File: src/rtl/toll_lane_arbiter.sv
// rtl/toll_lane_arbiter.sv - round-robin arbiter sharing one toll_controller event port across lane receivers
// Optional EMERGENCY_PRIO_EN: valid lanes carrying an all-ones code pre-empt round-robin, lowest index first.
module toll_lane_arbiter #(
  parameter int NUM_LANES  = 4,
  parameter int CODE_W     = 3,
  parameter int GAP_CYCLES = 2,
  parameter int CNT_W      = 16
) (
  input  logic                         clk,
  input  logic                         reset,
  input  logic [NUM_LANES-1:0]         lane_valid,
  input  logic [NUM_LANES*CODE_W-1:0]  lane_code,
  output logic [NUM_LANES-1:0]         lane_ready,
  output logic                         out_valid,
  output logic [CODE_W-1:0]            out_code,
  output logic [$clog2(NUM_LANES)-1:0] out_lane,
  input  logic                         out_ready,
  output logic                         busy,
  output logic [CNT_W-1:0]             xfer_count
);

  localparam int LANE_W = $clog2(NUM_LANES);
  localparam int GAP_W  = (GAP_CYCLES > 1) ? $clog2(GAP_CYCLES) : 1;

  typedef enum logic [1:0] {
    S_IDLE  = 2'd0,
    S_GRANT = 2'd1,
    S_GAP   = 2'd2
  } state_t;

  state_t            state;
  state_t            state_nxt;
  logic [LANE_W-1:0] rr_ptr;
  logic [GAP_W-1:0]  gap_cnt;
  logic              grant_emerg;
  logic              win_found;
  logic              win_emerg;
  logic [LANE_W-1:0] win_lane;
  logic              handshake;
  logic              gap_done;

  // Lane index base+off, wrapped at NUM_LANES (which need not be a power of two).
  function automatic logic [LANE_W-1:0] lane_wrap(input logic [LANE_W-1:0] base, input int off);
    int sum;
    sum = int'(base) + off;
    if (sum >= NUM_LANES) sum = sum - NUM_LANES;
    return LANE_W'(sum);
  endfunction

  always_comb begin
    win_found = 1'b0;
    win_lane  = '0;
    win_emerg = 1'b0;
    for (int i = 0; i < NUM_LANES; i++) begin
      if (!win_found && lane_valid[lane_wrap(rr_ptr, i)]) begin
        win_found = 1'b1;
        win_lane  = lane_wrap(rr_ptr, i);
      end
    end
`ifdef EMERGENCY_PRIO_EN
    // Descending scan so the lowest-index emergency lane is the last to overwrite.
    for (int i = NUM_LANES - 1; i >= 0; i--) begin
      if (lane_valid[i] && (lane_code[i*CODE_W +: CODE_W] == {CODE_W{1'b1}})) begin
        win_found = 1'b1;
        win_lane  = LANE_W'(i);
        win_emerg = 1'b1;
      end
    end
`endif
  end

  assign handshake = (state == S_GRANT) && out_ready;
  assign gap_done  = (int'(gap_cnt) >= GAP_CYCLES - 1);

  always_ff @(posedge clk) begin
    if (reset) state <= S_IDLE;
    else       state <= state_nxt;
  end

  always_comb begin
    state_nxt = state;
    case (state)
      S_IDLE:  if (win_found) state_nxt = S_GRANT;
      S_GRANT: if (out_ready) state_nxt = (GAP_CYCLES > 0) ? S_GAP : S_IDLE;
      S_GAP:   if (gap_done) state_nxt = S_IDLE;
      default: state_nxt = S_IDLE;
    endcase
  end

  always_comb begin
    lane_ready = '0;
    if ((state == S_IDLE) && win_found && !reset) lane_ready[win_lane] = 1'b1;
    out_valid = (state == S_GRANT);
    busy      = (state != S_IDLE);
  end

  always_ff @(posedge clk) begin
    if (reset) begin
      rr_ptr      <= '0;
      gap_cnt     <= '0;
      xfer_count  <= '0;
      out_code    <= '0;
      out_lane    <= '0;
      grant_emerg <= 1'b0;
    end else begin
      if ((state == S_IDLE) && win_found) begin
        out_code    <= lane_code[win_lane*CODE_W +: CODE_W];
        out_lane    <= win_lane;
        grant_emerg <= win_emerg;
      end
      if (handshake) begin
        xfer_count <= xfer_count + 1'b1;
        gap_cnt    <= '0;
        // Emergency grants leave the round-robin position untouched.
        if (!grant_emerg) rr_ptr <= lane_wrap(out_lane, 1);
      end
      if (state == S_GAP) gap_cnt <= gap_cnt + 1'b1;
    end
  end

endmodule

File: config.mk
export PLATFORM = sky130hd
export DESIGN_NAME = toll_lane_arbiter
export DESIGN_NICKNAME = d
export VERILOG_FILES = /design/src/rtl/toll_lane_arbiter.sv
export SDC_FILE = /design/constraint.sdc
export NUM_CORES = 1
export LEC_CHECK = 0
export CAP_MARGIN = 20
export CORE_AREA = 2 2 60 62
export DETAILED_ROUTE_END_ITERATION = 8
export DIE_AREA = 0 0 62 64
export GPL_ROUTABILITY_DRIVEN = 1
export PLACE_DENSITY = 0.74
export SETUP_SLACK_MARGIN = 0.5
export SLEW_MARGIN = 20
export SYNTH_ARGS = -nofsm -noshare
export SYNTH_HDL_FRONTEND = slang
export SYNTH_SLANG_ARGS = --single-unit
File: constraint.sdc
create_clock -name clk -period 1.4 [get_ports clk]
set_input_delay 0.14 -clock clk [delete_from_list [all_inputs] [get_ports clk]]
set_output_delay 0.14 -clock clk [all_outputs]
set_load 0.02 [all_outputs]
==> impl_metrics.csv <==
group,metric,value,unit
outcome,outcome,"complete, but fails checks",
outcome,violations,"setup timing",
timing,rsz0062_at_grt,"yes",
cells_and_area,syn2layout_area_growth,115,%
route,dr.pass1.iters,4,
critical_path,end_kind,"output port",
timing,final-hold-violation-count,0,
global_routing,grt_pass1_wl,7.24,mm
synth,syn-mean-instance-area,8.42,µm²
cells_and_area,multiInputGateArea,1030,µm²
timing,max_slew_margin,0.662,
global_routing,gr-usage-met1,0.282,
critical_path,startpoint_type,"flop",
global_routing,grt_start_max_net_pins,25,
cells_and_area,layout_commonest_cell,"buf_6",
critical_path,timing.rr.start,"state[1]",
synth,synth_top_area_frac,0.402,
route,vias,1664,
timing,fmax,491,MHz
synth,synth-async-reset-ratio,0,
timing,setup_viol,25,
worst_hold_path,holdPathStages,3,
timing,skew,0.0130,ns
placement,place_ws,-0.965,ns
route,drtIter0Drc,58,
power,ir_worst_vdd,1.07,mV
critical_path,cp_max_fo,3,
route,routed_wl,5.58,mm
route,viasPerCell,5.39,
global_routing,grt_pass1_vias,1606,
timing,tns,-5.37,ns
worst_hold_path,worstHoldStart,"lane_code[11]",
floorplan,dieArea,3970,µm²
cts,clk_pin_slew,0.14,ns
synth,synth_edf_count,0,
synth,syn_area,1300,µm²
timing,tightest_slew,0.507,ns
cells_and_area,fin_cells,309,
critical_path,arrival,1.90,ns
placement,routabilityCongestion,0.782,
synth,synth_top_area_cell,"dfxtp_1",
cts,clk_path_buf_depth,2,
cells_and_area,finish.net_count,284,
cts,cts_root_buf,"clkbuf_4",
worst_hold_path,hold_class,"in2reg",
worst_hold_path,min_to,"out_code[2]",
cells_and_area,register_area,581,µm²
cts,cts_sinks,26,
cells_and_area,fin_util,0.848,
floorplan,fp.dieH,64,µm
synth,syn-num-nets,174,
cts,htree_levels,1,
timing,period_needed,2.04,ns
floorplan,die_w,62,µm
placement,numPortBuffers,45,
global_routing,grt-busiest-layer,"met2",
power,powerDensity,773,nW/µm²
cts,clkLatencyLatePin,0.34,ns
cts,holdBufCountCts,0,
timing,final_max_slew_viol_count,0,
floorplan,ios,46,
cts,cts_tree,"built",
floorplan,rows,21,
flow_run,drv_cap,0,
global_routing,use_met2,0.431,
global_routing,gr-total-overflow,0,
critical_path,worstPathRequired,1.26,ns
timing,layout_setup_ws,-0.636,ns
critical_path,timing.rr.end,"out_code[2]",
critical_path,r2r_setup_slack,-0.33,ns
route,drc,0,
cells_and_area,layout-drive-gt1-share,0.650,
timing,finalCritPeriodShare,1.45,
route,post_drt_wl_per_cell,18.1,µm
synth,synth.distinct_cells,37,
synth,ys_seq_elements,26,
cells_and_area,nFillCells,170,
power,p_leak,1.18,nW
floorplan,core_area,3280,µm²
placement,hpwl,2.83,mm
synth,ys.flop_type,"dfxtp_1",
critical_path,worst-setup-path-type,"reg2out",
cts,cts_buffers,3,
critical_path,ff2ff_path_depth,9,
floorplan,start_util,0.395,
placement,placedCellCount,265,
synth,yosys_warnings,0,
cells_and_area,n_antenna_cell,0,
global_routing,antenna_found_initial,0,
synth,synthCells,154,
global_routing,grt_util_met3,0.0466,
synth,ys_seq_area_frac,0.402,
cells_and_area,final_cell_mix,"buf_6 (51), buf_4 (40), nor2_1 (17), clkdlybuf4s50_1 (17)",
synth,synth_area_leaders,"dfxtp_1 (40%), xor2_1 (7.4%), nor2_1 (5.8%), nand2_1 (4.6%), a21oi_1 (4.2%)",
route,ant_nets,0,
global_routing,grt_usage,0.244,
[timing repair]
item / 4_1_cts / 5_1_grt
buffers inserted: 27 / 13
setup endpoints to repair: 53 / 53
gates resized for setup: 213 / 26
pin swaps: 20 / 20
[area by class of cell]
class                   instances  area share
clock buffers                   3     0.00809
multi-input cells             122       0.371
clock inverters                 1      0.0108
flip-flops and latches         26       0.209
repair buffers                109       0.378
well taps                      46      0.0207
inverters                       2     0.00270
[power breakdown]
group / total (W) / switching (W) / leakage [nW] / internal [W]
logic: 0.000822 / 0.000385 / 0.925 / 0.000436
clock network: 0.000532 / 0.000242 / 0.0279 / 0.000290
registers: 0.000799 / 0.0000358 / 0.226 / 0.000763
[how the worst max path moves through the flow]
| stage | from | end | cells past startpoint |
|---|---|---|---|
| global route | state[0] | lane_ready[1] | 8 |
| CTS | state[0] | lane_ready[2] | 5 |
| detailed placement | lane_valid[2] | lane_ready[1] | 6 |
| floorplan | state[0] | lane_ready[2] | 4 |
| finish | state[1] | lane_ready[1] | 8 |
| global placement | lane_valid[2] | lane_ready[2] | 6 |
[metrics by stage]
stage	instance area (µm²)	hold WS, ns	power (W)
after CTS	2570	0.458	0.00198
after global placement	2120	0.469	0.00132
after floorplan	1450	0.314	0.00109
after detailed placement	2120	0.489	0.00134
after global routing	2780	0.476	0.00223
final	2780	0.452	0.00215
[synth_stat cells, types with 2 or more instances]
cell type and n:
dfxtp_1 26, nor2_1 20, nand2_1 16, a21oi_1 11, xor2_1 11, nor3_1 8, a211oi_1 7, nand3_1 5
mux2i_1 4, and3_1 3, nand2b_1 3, nand4_1 3, o21bai_1 3, or3_1 3, xnor2_1 3, and4_1 2
clkbuf_1 2, inv_1 2, nor2b_1 2, o21ai_0 2, or2_1 2
[flip-flops by register name, summed over array words and instances, names as in the netlist]
register,count
out_lane,2
state,2
out_code,3
rr_ptr,2
xfer_count,16
gap_cnt,1
[per-layer routing]
| layer | share of wire | vias up |
|---|---|---|
| li1 | - | 766 |
| met1 | 0.38 | 819 |
| met2 | 0.54 | 59 |
| met3 | 0.051 | 20 |
| met4 | 0.030 | 0 |
| met5 | 0 | - |
[cells by family after synthesis]
family          after synthesis  synth area share
mux                           4            0.0309
buf+inv                       6            0.0183
simple gates                 76             0.314
flops                        26             0.402
fa+ha+maj                     1           0.00965
compound gates               27             0.131
xor+xnor                     14            0.0946
[worst max-delay path, cell delays in order (launching register included)]
cell,delay [ns]
dfxtp_2,0.37
or2_4,0.25
buf_6,0.12
buf_6,0.10
buf_6,0.11
nor2_4,0.12
o21ai_4,0.10
nor3_2,0.23
buf_4,0.18
No activity file was read; power rests on OpenSTA's default activity.
